===== config.mk =====
export PLATFORM = sky130hd
export DESIGN_NAME = pwm_capture
export DESIGN_NICKNAME = d
export VERILOG_FILES = /design/src/rtl/pwm_capture.sv
export SDC_FILE = /design/constraint.sdc
export NUM_CORES = 1
export LEC_CHECK = 0
export ABC_AREA = 1
export CORE_UTILIZATION = 36
export CTS_CLUSTER_DIAMETER = 50
export CTS_CLUSTER_SIZE = 10
export DETAILED_ROUTE_END_ITERATION = 10
export GPL_TIMING_DRIVEN = 0
export SLEW_MARGIN = 20
export SYNTH_ARGS = -nofsm -noshare
export SYNTH_HDL_FRONTEND = slang
export SYNTH_SLANG_ARGS = --single-unit

===== constraint.sdc =====
create_clock -name clk_24M -period 13.5 [get_ports clk_24M]
set_input_delay 1.35 -clock clk_24M [delete_from_list [all_inputs] [get_ports clk_24M]]
set_output_delay 1.35 -clock clk_24M [all_outputs]
set_load 0.01 [all_outputs]

===== src/rtl/pwm_capture.sv =====
// PWM input measurement: period, high time and per-mille duty of a synchronised PWM pin,
// with a dead-line (no rising edge) detector.
module pwm_capture #(
    parameter int unsigned sys_clk     = 24_000_000,
    parameter int unsigned pwm_fre     = 5000,
    parameter int unsigned CNT_W       = 26,
    parameter int unsigned TIMEOUT_CYC = 4 * sys_clk / pwm_fre
) (
    input  logic             clk_24M,
    input  logic             rst,
    input  logic             pwm_in,
    output logic [10:0]      perctg_out,
    output logic [CNT_W-1:0] period_out,
    output logic [CNT_W-1:0] high_out,
    output logic             valid,
    output logic             stuck
);

    localparam int unsigned NUM_W  = CNT_W + 10;
    localparam int unsigned STEP_W = $clog2(NUM_W + 1);

    localparam logic [CNT_W-1:0]  CntMax     = '1;
    localparam logic [CNT_W-1:0]  TimeoutVal = CNT_W'(TIMEOUT_CYC);
    localparam logic [NUM_W-1:0]  Scale      = NUM_W'(1000);
    localparam logic [10:0]       PerMille   = 11'd1000;
    localparam logic [STEP_W-1:0] Steps      = STEP_W'(NUM_W);

    typedef enum logic [1:0] {StIdle, StArmed, StSeenFall, StStuck} state_e;

    state_e state_q, state_d;

    logic [1:0]        sync_q;
    logic              pwm_d_q;
    logic              rise, fall;
    logic [CNT_W-1:0]  period_cnt_q, high_cnt_q, high_lat_q;
    logic              capture, timeout;

    logic              div_busy_q, div_done_q;
    logic [STEP_W-1:0] div_cnt_q;
    logic [NUM_W-1:0]  div_num_q, div_quo_q;
    logic [CNT_W-1:0]  div_rem_q, div_den_q, div_high_q;
    logic [CNT_W:0]    div_trial;
    logic [CNT_W-1:0]  div_diff, div_rem_next;
    logic              div_qbit;

    // sync_q[1] is the synchronised input; pwm_d_q is its previous value for edge detection
    assign rise = sync_q[1] & ~pwm_d_q;
    assign fall = ~sync_q[1] & pwm_d_q;

    always_ff @(posedge clk_24M or posedge rst) begin
        if (rst) begin
            sync_q  <= '0;
            pwm_d_q <= 1'b0;
        end else begin
            sync_q  <= {sync_q[0], pwm_in};
            pwm_d_q <= sync_q[1];
        end
    end

    always_ff @(posedge clk_24M or posedge rst) begin
        if (rst) begin
            period_cnt_q <= '0;
            high_cnt_q   <= '0;
            high_lat_q   <= '0;
        end else begin
            if (rise) begin
                period_cnt_q <= CNT_W'(1);
            end else if (period_cnt_q != CntMax) begin
                period_cnt_q <= period_cnt_q + CNT_W'(1);
            end
            if (rise) begin
                high_cnt_q <= CNT_W'(1);
            end else if (sync_q[1] && high_cnt_q != CntMax) begin
                high_cnt_q <= high_cnt_q + CNT_W'(1);
            end
            if (fall) begin
                high_lat_q <= high_cnt_q;
            end
        end
    end

    always_ff @(posedge clk_24M or posedge rst) begin
        if (rst) begin
            state_q <= StIdle;
        end else begin
            state_q <= state_d;
        end
    end

    always_comb begin
        state_d = state_q;
        capture = 1'b0;
        timeout = 1'b0;
        case (state_q)
            StIdle:     if (rise) state_d = StArmed;
            StArmed:    if (fall) state_d = StSeenFall;
            StSeenFall: begin
                if (rise) begin
                    capture = 1'b1;
                    state_d = StArmed;
                end
            end
            StStuck:    if (rise) state_d = StArmed;
            default:    state_d = StIdle;
        endcase
        // A rise in the same cycle restarts the period, so it overrides the timeout
        if ((state_q == StArmed || state_q == StSeenFall) && !rise &&
            period_cnt_q == TimeoutVal) begin
            timeout = 1'b1;
            state_d = StStuck;
        end
    end

    // Restoring division: the low remainder bits suffice because the remainder stays below den
    assign div_trial    = {div_rem_q, div_num_q[NUM_W-1]};
    assign div_qbit     = div_trial >= {1'b0, div_den_q};
    assign div_diff     = div_trial[CNT_W-1:0] - div_den_q;
    assign div_rem_next = div_qbit ? div_diff : div_trial[CNT_W-1:0];

    always_ff @(posedge clk_24M or posedge rst) begin
        if (rst) begin
            div_busy_q <= 1'b0;
            div_done_q <= 1'b0;
            div_cnt_q  <= '0;
            div_num_q  <= '0;
            div_quo_q  <= '0;
            div_rem_q  <= '0;
            div_den_q  <= '0;
            div_high_q <= '0;
        end else if (timeout) begin
            div_busy_q <= 1'b0;
            div_done_q <= 1'b0;
        end else if (capture && !div_busy_q && !div_done_q) begin
            div_busy_q <= 1'b1;
            div_cnt_q  <= Steps;
            div_num_q  <= NUM_W'(high_lat_q) * Scale;
            div_quo_q  <= '0;
            div_rem_q  <= '0;
            div_den_q  <= period_cnt_q;
            div_high_q <= high_lat_q;
        end else if (div_busy_q) begin
            div_rem_q <= div_rem_next;
            div_quo_q <= {div_quo_q[NUM_W-2:0], div_qbit};
            div_num_q <= div_num_q << 1;
            div_cnt_q <= div_cnt_q - STEP_W'(1);
            if (div_cnt_q == STEP_W'(1)) begin
                div_busy_q <= 1'b0;
                div_done_q <= 1'b1;
            end
        end else if (div_done_q) begin
            div_done_q <= 1'b0;
        end
    end

    always_ff @(posedge clk_24M or posedge rst) begin
        if (rst) begin
            perctg_out <= '0;
            period_out <= '0;
            high_out   <= '0;
            valid      <= 1'b0;
            stuck      <= 1'b0;
        end else if (timeout) begin
            perctg_out <= sync_q[1] ? PerMille : 11'd0;
            period_out <= '0;
            high_out   <= '0;
            valid      <= 1'b1;
            stuck      <= 1'b1;
        end else if (div_done_q) begin
            perctg_out <= (div_quo_q > NUM_W'(1000)) ? PerMille : div_quo_q[10:0];
            period_out <= div_den_q;
            high_out   <= div_high_q;
            valid      <= 1'b1;
            stuck      <= 1'b0;
        end else begin
            valid <= 1'b0;
        end
    end

endmodule


Word level (Yosys, flattened, before mapping)

Index checks and enable logic that the tools add are counted.
Widths: inputs -> output; s select.

Add/sub/neg operators: 4
Multipliers: 1
$lt $le $gt $ge: 2
Eq/ne operators: 11
Muxes and demuxes: 40
Bitwise gates (word level): 5
Reduce and logical (&&, ||, !) cells: 19

Operators with widths:

| kind                  | number |
|---|---|
| $mux 26               | 11 |
| $mux 36               | 4 |
| $add 26x1->26 const B | 2 |
| $ne 26x26->1 const B  | 2 |
| $gt 36x10->1 const B  | 1 |
| $mul 26x7->33 const B | 1 |
| $mux 11               | 3 |
| $ge 27x26->1          | 1 |
| $eq 26x15->1 const B  | 1 |
| $sub 26x26->26        | 1 |
| $mux 1                | 15 |
| $mux 6                | 2 |
| $mux 10               | 1 |
| $reduce_and 2->1      | 4 |
| $reduce_bool 2->1     | 4 |
| $eq 6x1->1 const B    | 1 |
| $mux 2                | 3 |
| $ne 3x2->1 const B    | 2 |
| $sub 6x1->6 const B   | 1 |
| $logic_and 1x1->1     | 5 |
| $eq 2x2->1 const B    | 2 |
| $pmux 2 s2            | 1 |
| $logic_not 1->1       | 3 |
| $ne 3x1->1 const B    | 1 |
| 7 further kinds       | 10 |

Flip-flop bits (word level): 306
Output and inout bits: 65

Depth between registers and ports, before layout

Gate-level depths: netlist of run 1.

Word-level depth: 8
Depth in mapped cells: 21

Worst setup path before layout of run 1

No wires, ideal clock.

Kind: register -> register
Start point: register high_lat_q[18]
End point: register div_num_q[34]
Arrival time: 3.805 ns
Data required time: 13.384 ns
Path slack: 9.578 ns
Cell stages (with the launch flop): 20
Path buffers: 0
Clock period less this slack: 3.922 ns
Cell sequence: dfrtp_1 inv_1 fa_1 fa_1 inv_1 fa_1 inv_1 fa_1 inv_1 ha_1 nand2_1 inv_1 a21oi_1 nand2_1 a21oi_1 nand2_1 nand2_1 nand3_1 nand2_1 nand2_1

Word-level cells in the longest chain between the ends: 2

RTL lines:

| what                   | RTL line | RTL |
|---|---|---|
| from (decl)            | 35       | `logic [CNT_W-1:0] period_cnt_q, high_cnt_q, high_lat_q;` |
| from (signal assigned) | 77       | `high_lat_q <= high_cnt_q;` |
| $mul 26x7->33          | 136      | `div_num_q <= NUM_W'(high_lat_q) * Scale;` |
| $mux 36                | 133      | `end else if (capture && !div_busy_q && !div_done_q) begin` |
| to (signal assigned)   | 136      |  |
| to (signal assigned)   | 144      | `div_num_q <= div_num_q << 1;` |
| to (decl)              | 40       | `logic [NUM_W-1:0] div_num_q, div_quo_q;` |

Every way passes these cells.
A chain may end at the register's enable or synchronous reset.

Final worst setup path of run 1

Start point: register high_lat_q[6]
End point: register div_num_q[35]

The elaborated chain is that of the path after synthesis.

==> results.md, run 1 <==
| Stage | Parameter | This run |
|:---|:---|:---|
| status | Status | completed |
| sta | Setup violators final | 0 |
| global routing | Overflow after GRT | 0 |
| global routing | Via count of the first global-routing pass | 17700 |
| logic synthesis | Flip-flop and latch count after synthesis | 303 |
| logic synthesis | Top cell type's share of synthesized area | 0.366 |
| global routing | Maximum number of pins on one net before global-route repair | 104 |
| logic synthesis | Total of warnings raised by yosys | 0 |
| power and ir drop | Leakage power total | 11.7 nW |
| min path | Worst hold path type | register to register |
| sta | Max Clock Skew | 0.0331 ns |
| logic synthesis | Leading post-synthesis cells by cell area | dfrtp_1, nand2_1, fa_1 |
| floorplanning | Die height | 242 µm |
| routing | Total wire length after detailed routing | 59.3 mm |
| logic synthesis | Adder-cell share of the synthesized area | 0.156 |
| logic synthesis | Synth Area in XOR/XNOR | 0.0160 |
| clock tree | CTS H-tree depth | 2 |
| finish | Share of post-route cells with drive strength above 1 | 0.0523 |
| clock tree | Buffers from clock root to sink, at most | 3 |
| power and ir drop | Worst IR drop on VDD | 0.0985 mV |
| clock tree | Sink count of the clock tree | 303 |
| floorplanning | Floorplan Core Area | 56600 µm² |
| worst setup path | Data required, critical path | 13.97 ns |
| worst setup path | Sequence of cells on the critical path | inv_1 > fa_1 > fa_1 > fa_1 > fa_1 > inv_1 > ha_1 > nand2_1 > inv_1 > nand2_1 > nand2_1 > a21oi_1 > nand2_1 > nand2_1 > nand2_1 > nand2_1 > nand3_1 > nand2_1 > nand2_1 |
| routing | DRC viols | 0 |
| worst setup path | Delay contributed by the slowest stage of the critical path | 0.55 ns |
| placement | Post-detailed-placement half-perimeter wirelength | 47.2 mm |
| logic synthesis | Sequential share of the synthesized area | 0.366 |
| floorplanning | Die outline area | 58600 µm² |
| clock tree | Root cell of the clock tree | clkbuf_16 |
| logic synthesis | Post-Synthesis Net Count | 2943 |
| clock tree | Number of buffers added for setup after CTS | 0 |
| routing | DRT antenna net count | 0 |
| power and ir drop | Internal power component | 0.00224 W |
| floorplanning | Starting Density | 0.366 |
| placement | Number of input and output port buffers inserted | 67 |
| logic synthesis | Post-synthesis area per instance | 7.58 µm² |
| sta | Number of max-slew violations in the final report | 0 |
| logic synthesis | Main combinational cell family by area after synthesis | simple AND/OR/NAND/NOR gates |
| worst setup path | CP endpoint kind | register |
| worst setup path | Worst Setup Start Kind | register |
| clock tree | Clock input transition at the sequential cells of the worst setup and hold paths | 0.06 ns |
| placement | Worst Setup Slack post-DPL | 8.84 ns |
| routing | Via/cell ratio | 4.99 |
| clock tree | Clock network latency to the later pin of the worst-skew pair | 0.58 ns |
| logic synthesis | Complex-gate fraction of the synthesized area | 0.0787 |
| sta | RSZ-0062 raised after global routing | no |
| logic synthesis | Proportion of register bits with asynchronous set or reset after synthesis | 1.00 |
| logic synthesis | Simple-gate share of the synthesized area | 0.275 |
| global routing | Initial antenna violation count | 2 |
| logic synthesis | Count of unique library cells instantiated by Yosys | 46 |
| global routing | Global-route wire length before repair | 96.0 mm |
| placement | Routability congestion estimate from global placement | 0.913 |
| sta | Crit share post-route | 0.344 |
| finish | Area growth from synthesis to layout | 14.4% |
| floorplanning | Top-Level Pins | 68 |
| power and ir drop | Power share of the combinational group | 0.411 |
| logic synthesis | Synth cell count leaders | nand2_1, inv_1, dfrtp_1 |
| logic synthesis | Number of flops mapped to enable cells by yosys | 0 |
| power and ir drop | Switching share of power | 0.409 |
| routing | Iteration-0 DRC Markers | 1340 |
| global routing | Overall routing resource usage | 0.204 |
| sta | Setup slack after layout | 8.86 ns |
| power and ir drop | Sequential share of power | 0.309 |
| sta | Slew @ Worst Pin | 0.877 ns |
| routing | Via total after detailed routing | 18100 |
| sta | Final hold vios | 0 |
| power and ir drop | Portion of total power attributed to the clock network | 0.280 |
| worst setup path | Start-to-end type of the worst setup path | register to register |
| finish | Net total in the final layout | 3056 |
| clock tree | TritonCTS Buffers | 42 |
| logic synthesis | Post-synthesis cell count | 2738 |
| worst setup path | Crit-path slowest cell | fa_1 |
| logic synthesis | Post-synthesis instance area | 20700 µm² |
| sta | Worst rel slew slack | 0.415 |
| logic synthesis | Multiplexer fraction of the synthesized cell area | 0 |
| routing | Number of optimization iterations in the first detailed-route pass | 5 |
| power and ir drop | Power density cells | 160 nW/µm² |
| logic synthesis | Most used DFF post-synth | dfrtp_1 |
| power and ir drop | Net load switching power | 0.00155 W |
| worst setup path | Most used cell along the critical path | nand2_1 |
| clock tree | Number of resized instances in the post-cts repair step | 0 |
| worst setup path | Max Fanout on Critical Path | 6 |
| floorplanning | Row count | 87 |
| sta | Final Critical Period | 4.64 ns |
| finish | Number of antenna diodes | 0 |
| clock tree | Clock tree from TritonCTS | yes |
| clock tree | Cts-stage hold buffer count | 0 |
| routing | Routed WL per cell | 16.4 µm |
| sta | Fmax | 215 MHz |
| run | Count of max-cap constraint violations | 0 |
| power and ir drop | Overall power after layout | 0.00379 W |
| logic synthesis | Cell with the most instances after synthesis | nand2_1 |
| floorplanning | Floorplan die width | 242 µm |
| worst setup path | Data arrival time of the worst path | 5.11 ns |
| logic synthesis | Top cell type by total area after synthesis | dfrtp_1 |
-- logic make-up after synthesis --
group / count (synthesis)
buf+inv: 572
flops: 303
xor+xnor: 38
simple gates: 1324
fa+ha+maj: 202
compound gates: 299
-- worst max-delay path: cells and delay by family (launching register included) --
kind / cells / cell delay (ns)
simple gates: 10 / 1.12
compound gates: 1 / 0.17
fa+ha+maj: 5 / 2.40
flops: 1 / 0.40
buf+inv: 3 / 0.43
-- placed cells by master (no fill, tap or decap), drive strengths merged, types with 11 or more instances in the layout --
master | Yosys | final
nand2 | 772 | 772
clkbuf | 35 | 79
nand4 | 72 | 72
fa | 95 | 95
xor2 | 18 | 18
nor3 | 43 | 43
ha | 107 | 107
dfrtp | 303 | 303
inv | 490 | 495
a21oi | 47 | 47
nor4 | 11 | 11
nand3 | 235 | 235
o21ai | 183 | 183
nor2 | 171 | 171
o22ai | 37 | 37
xnor2 | 20 | 20
buf | 46 | 48
clkdlybuf4s50 | 0 | 67
o31ai | 13 | 13
-- registers in the layout (all words and copies together) (netlist names) --
signal	cells
div_busy_q	1
high_lat_q	26
div_rem_q	26
period_out	26
div_num_q	33
sync_q	2
div_high_q	26
high_cnt_q	26
state_q	2
perctg_out	11
div_cnt_q	6
div_quo_q	36
pwm_d_q	1
div_den_q	26
stuck	1
div_done_q	1
valid	1
period_cnt_q	26
high_out	26
-- path summary, 6_finish.rpt --
path / from / slack (ns) / depth (start not counted) / end
worst min-delay path: sync_q[0] / 0.35 / 0 / sync_q[1]
max in group asynchronous: rst / 10.68 / 4 / high_cnt_q[20]
worst max-delay path: high_lat_q[6] / 8.86 / 19 / div_num_q[35]
worst min register to register: sync_q[0] / 0.35 / 0 / sync_q[1]
min in group asynchronous: rst / 1.32 / 2 / div_quo_q[10]
worst max register to register: high_lat_q[6] / 8.86 / 19 / div_num_q[35]
-- power groups by stage --
stage | Clock (W) | Sequential, W | Combinational (W)
after floorplan | 0 | 0.00116 | 0.00113
after global placement | 0 | 0.00118 | 0.00153
after detailed placement | 0 | 0.00118 | 0.00154
after CTS | 0.00108 | 0.00117 | 0.00155
after global routing | 0.00112 | 0.00119 | 0.00176
final | 0.00106 | 0.00117 | 0.00156
-- stage by stage --
step,cell area [µm²],util,std cells,setup TNS [ns],hold WS [ns]
global route,23700,0.419,3623,0,0.365
global placement,22400,0.395,3561,-29.95,0.340
detailed placement,22400,0.396,3563,0,0.341
floorplan,20700,-,2738,0,0.331
CTS,23700,0.419,3623,0,0.352
finish,23700,0.419,3623,0,0.350
-- layer usage --
metal  GRT usage  share of wire  wire length [µm]  vias to the layer above
met2       0.316           0.44             26100                      401
met1       0.298           0.49             29200                     8710
met3      0.0278          0.047              2760                       80
li1            -              -                 -                     8896
met5           0              0                 0                        -
met4      0.0532          0.021              1270                        0
-- cell type report --
class | count | area, µm²
buffer | 81 | 394
fill | 5845 | 32900
multi-input combinational | 1863 | 10900
timing repair buffer | 69 | 726
inverter | 491 | 1860
clock inverter | 16 | 219
sequential | 303 | 7580
tap | 756 | 946
clock buffer | 44 | 1080
Note: power is estimated with default switching activity, not from simulation.
==> inputs of run 2 (changes only) <==
- clock period: 13.5 -> 3.81 ns (I/O delays scaled with it)
==> results.md, run 2 (synthesized netlist as in run 1, its figures left out) <==
| Stage | Parameter | This run | Change |
|:---|:---|:---|:---|
| power and ir drop | Leakage power total | 12.6 nW | +7.3% |
| routing | Iteration-0 DRC Markers | 1273 | -5.0% |
| placement | Routability congestion estimate from global placement | 0.910 | -0.34% |
| finish | Share of the core filled with cells in the final layout | 0.453 | +0.0338 |
| routing | Number of optimization iterations in the first detailed-route pass | 5 | unchanged |
| global routing | Maximum number of pins on one net before global-route repair | 35 | -66% |
| floorplanning | Floorplan Core Area | 56600 µm² | unchanged |
| routing | Total wire length after detailed routing | 61.9 mm | +4.4% |
| clock tree | TritonCTS Buffers | 44 | +4.8% |
| placement | Number of input and output port buffers inserted | 67 | unchanged |
| sta | Final worst hold slack | 0.236 ns | -0.114 ns |
| finish | Net total in the final layout | 3143 | +2.8% |
| routing | Via/cell ratio | 5.00 | +0.24% |
| sta | Setup violators final | 19 | +19 |
| power and ir drop | Internal power component | 0.00804 W | +260% |
| routing | DRT antenna net count | 0 | unchanged |
| finish | Top library cells by usage in the layout, fill and taps aside | nand2_1, inv_1, dfrtp_1 |  |
| global routing | Via count of the first global-routing pass | 18500 | +4.2% |
| power and ir drop | Overall power after layout | 0.0136 W | +260% |
| sta | Slew @ Worst Pin | 0.909 ns | +0.0322 ns |
| floorplanning | Die height | 242 µm | unchanged |
| power and ir drop | Power share of the combinational group | 0.418 | +0.007 |
| power and ir drop | Portion of total power attributed to the clock network | 0.278 | -0.002 |
| power and ir drop | Worst IR drop on VDD | 0.317 mV | +220% |
| sta | Number of max-slew violations in the final report | 0 | unchanged |
| global routing | Overall routing resource usage | 0.213 | +0.00867 |
| clock tree | Buffers from clock root to sink, at most | 3 | unchanged |
| routing | Via total after detailed routing | 18600 | +2.9% |
| finish | Area growth from synthesis to layout | 23.6% |  |
| clock tree | Clock tree from TritonCTS | yes |  |
| placement | Post-detailed-placement half-perimeter wirelength | 48.3 mm | +2.4% |
| floorplanning | Row count | 87 | unchanged |
| routing | DRC viols | 0 | unchanged |
| routing | Routed WL per cell | 16.6 µm | +1.8% |
| worst setup path | CP endpoint kind | register |  |
| clock tree | Clock input transition at the sequential cells of the worst setup and hold paths | 0.05 ns | about the same |
| worst setup path | Start-to-end type of the worst setup path | register to register |  |
| floorplanning | Die outline area | 58600 µm² | unchanged |
| finish | Number of antenna diodes | 0 | unchanged |
| global routing | Overflow after GRT | 0 | unchanged |
| status | Failing checks | negative setup slack |  |
| worst setup path | Worst Setup Start Kind | register |  |
| sta | Final Critical Period | 3.96 ns | -0.679 ns |
| status | Status | complete, but fails checks |  |
| sta | RSZ-0062 raised after global routing | yes |  |
| worst setup path | Data required, critical path | 4.28 ns | -9.69 ns |
| finish | Largest register FFs | 36 | unchanged |
| power and ir drop | Switching share of power | 0.410 | +0.000698 |
| power and ir drop | Net load switching power | 0.00559 W | +260% |
| floorplanning | Top-Level Pins | 68 | unchanged |
| clock tree | Clock network latency to the later pin of the worst-skew pair | 0.58 ns | about the same |
| power and ir drop | Power density cells | 531 nW/µm² | +230% |
| min path | Worst hold path type | input port to asynchronous set/reset pin |  |
| finish | Register bank with the most flops | div_quo_q |  |
| sta | Setup slack after layout | -0.154 ns | -9.01 ns |
| finish | Biggest registers after layout | div_quo_q (36), div_num_q (33) |  |
| finish | Share of post-route cells with drive strength above 1 | 0.159 | +0.107 |
| sta | Worst rel slew slack | 0.394 | -0.0215 |
| global routing | Initial antenna violation count | 3 | +1 |
| sta | Max Clock Skew | 0.0269 ns | -0.00618 ns |
| sta | Crit share post-route | 1.04 | +0.697 |
| global routing | Global-route wire length before repair | 99.8 mm | +3.9% |
| clock tree | Sink count of the clock tree | 303 | unchanged |
| finish | # fillers | 5648 | -3.4% |
| placement | Total cell area at the placement stage | 22600 µm² | +0.74% |
| finish | Most frequent standard cell in the layout excluding fill and tap cells | nand2_1 |  |
| sta | Final hold vios | 0 | unchanged |
| power and ir drop | Sequential share of power | 0.304 | -0.005 |
| floorplanning | Starting Density | 0.366 | unchanged |
| floorplanning | Floorplan die width | 242 µm | unchanged |
| sta | Fmax | 252 MHz | +17% |
| clock tree | Root cell of the clock tree | clkbuf_16 |  |
| clock tree | CTS H-tree depth | 2 | unchanged |
| finish | Final instance area | 25600 µm² | +8.1% |
| worst setup path | Data arrival time of the worst path | 4.43 ns | -0.68 ns |
| run | Count of max-cap constraint violations | 0 | unchanged |
| worst setup path | Max Fanout on Critical Path | 4 | -2 |
run 2: per-stage QoR:
| stage | TNS [ns] | cells | setup slack [ns] |
|---|---|---|---|
| finish | -1.51 | 3718 | -0.154 |
| CTS | -1.13 | 3702 | -0.141 |
| global placement | -861.78 | 3561 | -2.87 |
| global route | -4.81 | 3718 | -0.320 |
| floorplan | -181.84 | 2738 | -0.600 |
| detailed placement | -11.77 | 3571 | -0.738 |
run 2: critical path: stages (launching register included):
cell and delay [ns]:
dfrtp_1 0.39, inv_4 0.06, fa_1 0.56, fa_1 0.43, fa_1 0.48, fa_1 0.51
inv_1 0.06, ha_4 0.27, nand2_2 0.07, inv_2 0.05, nand2_1 0.07, nand2_2 0.07
a21oi_4 0.16, nand2_4 0.09, buf_4 0.14, nand2_2 0.06, nand2_1 0.05, nand2_1 0.06
nand3_2 0.10, nand2_1 0.11, nand2_1 0.05
run 2: layer usage:
metal	vias up	GRT usage	wire length (µm)
met2	462	0.337	28200
met1	8970	0.300	28900
met4	2	0.0618	1510
met3	93	0.0320	3240
met5	-	0	10
li1	9078	-	-
run 2: what timing repair did:
| item | CTS | global route |
|---|---|---|
| gates resized for setup | 184 | 140 |
| hold buffers | 0 | 0 |
| endpoints found under the setup margin | 26 | 26 |
| pin swaps | 109 | 57 |
| hold endpoints to repair | 0 | 0 |
| buffers inserted | 61 | 16 |
run 2: final timing paths:
| kind | from | end | slack [ns] | depth (start not counted) |
|---|---|---|---|---|
| worst max-delay path | high_lat_q[10] | div_num_q[27] | -0.15 | 20 |
| worst min-delay path | rst | perctg_out[0] | 0.24 | 2 |
| worst max register to register | high_lat_q[10] | div_num_q[27] | -0.15 | 20 |
| worst min register to register | sync_q[0] | sync_q[1] | 0.35 | 0 |
| max in group asynchronous | rst | high_cnt_q[18] | 2.26 | 6 |
| min in group clk_24M | pwm_in | sync_q[0] | 0.27 | 1 |
run 2: power by group through the flow:
stage                     Sequential [W]  Combinational (W)  Clock [W]
after floorplan                  0.00411            0.00399          0
after global placement           0.00417            0.00545          0
after detailed placement         0.00418            0.00552          0
after CTS                        0.00413            0.00563    0.00387
after global routing             0.00420            0.00647    0.00400
final                            0.00414            0.00570    0.00379
run 2: cell type report:
class / instances / area, µm² / share of cell area
Clock inverter: 18 / 206 / 0.00805
Buffer: 81 / 394 / 0.0154
Sequential cell: 303 / 7590 / 0.296
Clock buffer: 52 / 1130 / 0.0441
Inverter: 491 / 1910 / 0.0746
Timing Repair Buffer: 154 / 1470 / 0.0574
Tap cell: 756 / 946 / 0.0369
Multi-Input combinational cell: 1863 / 12000 / 0.467
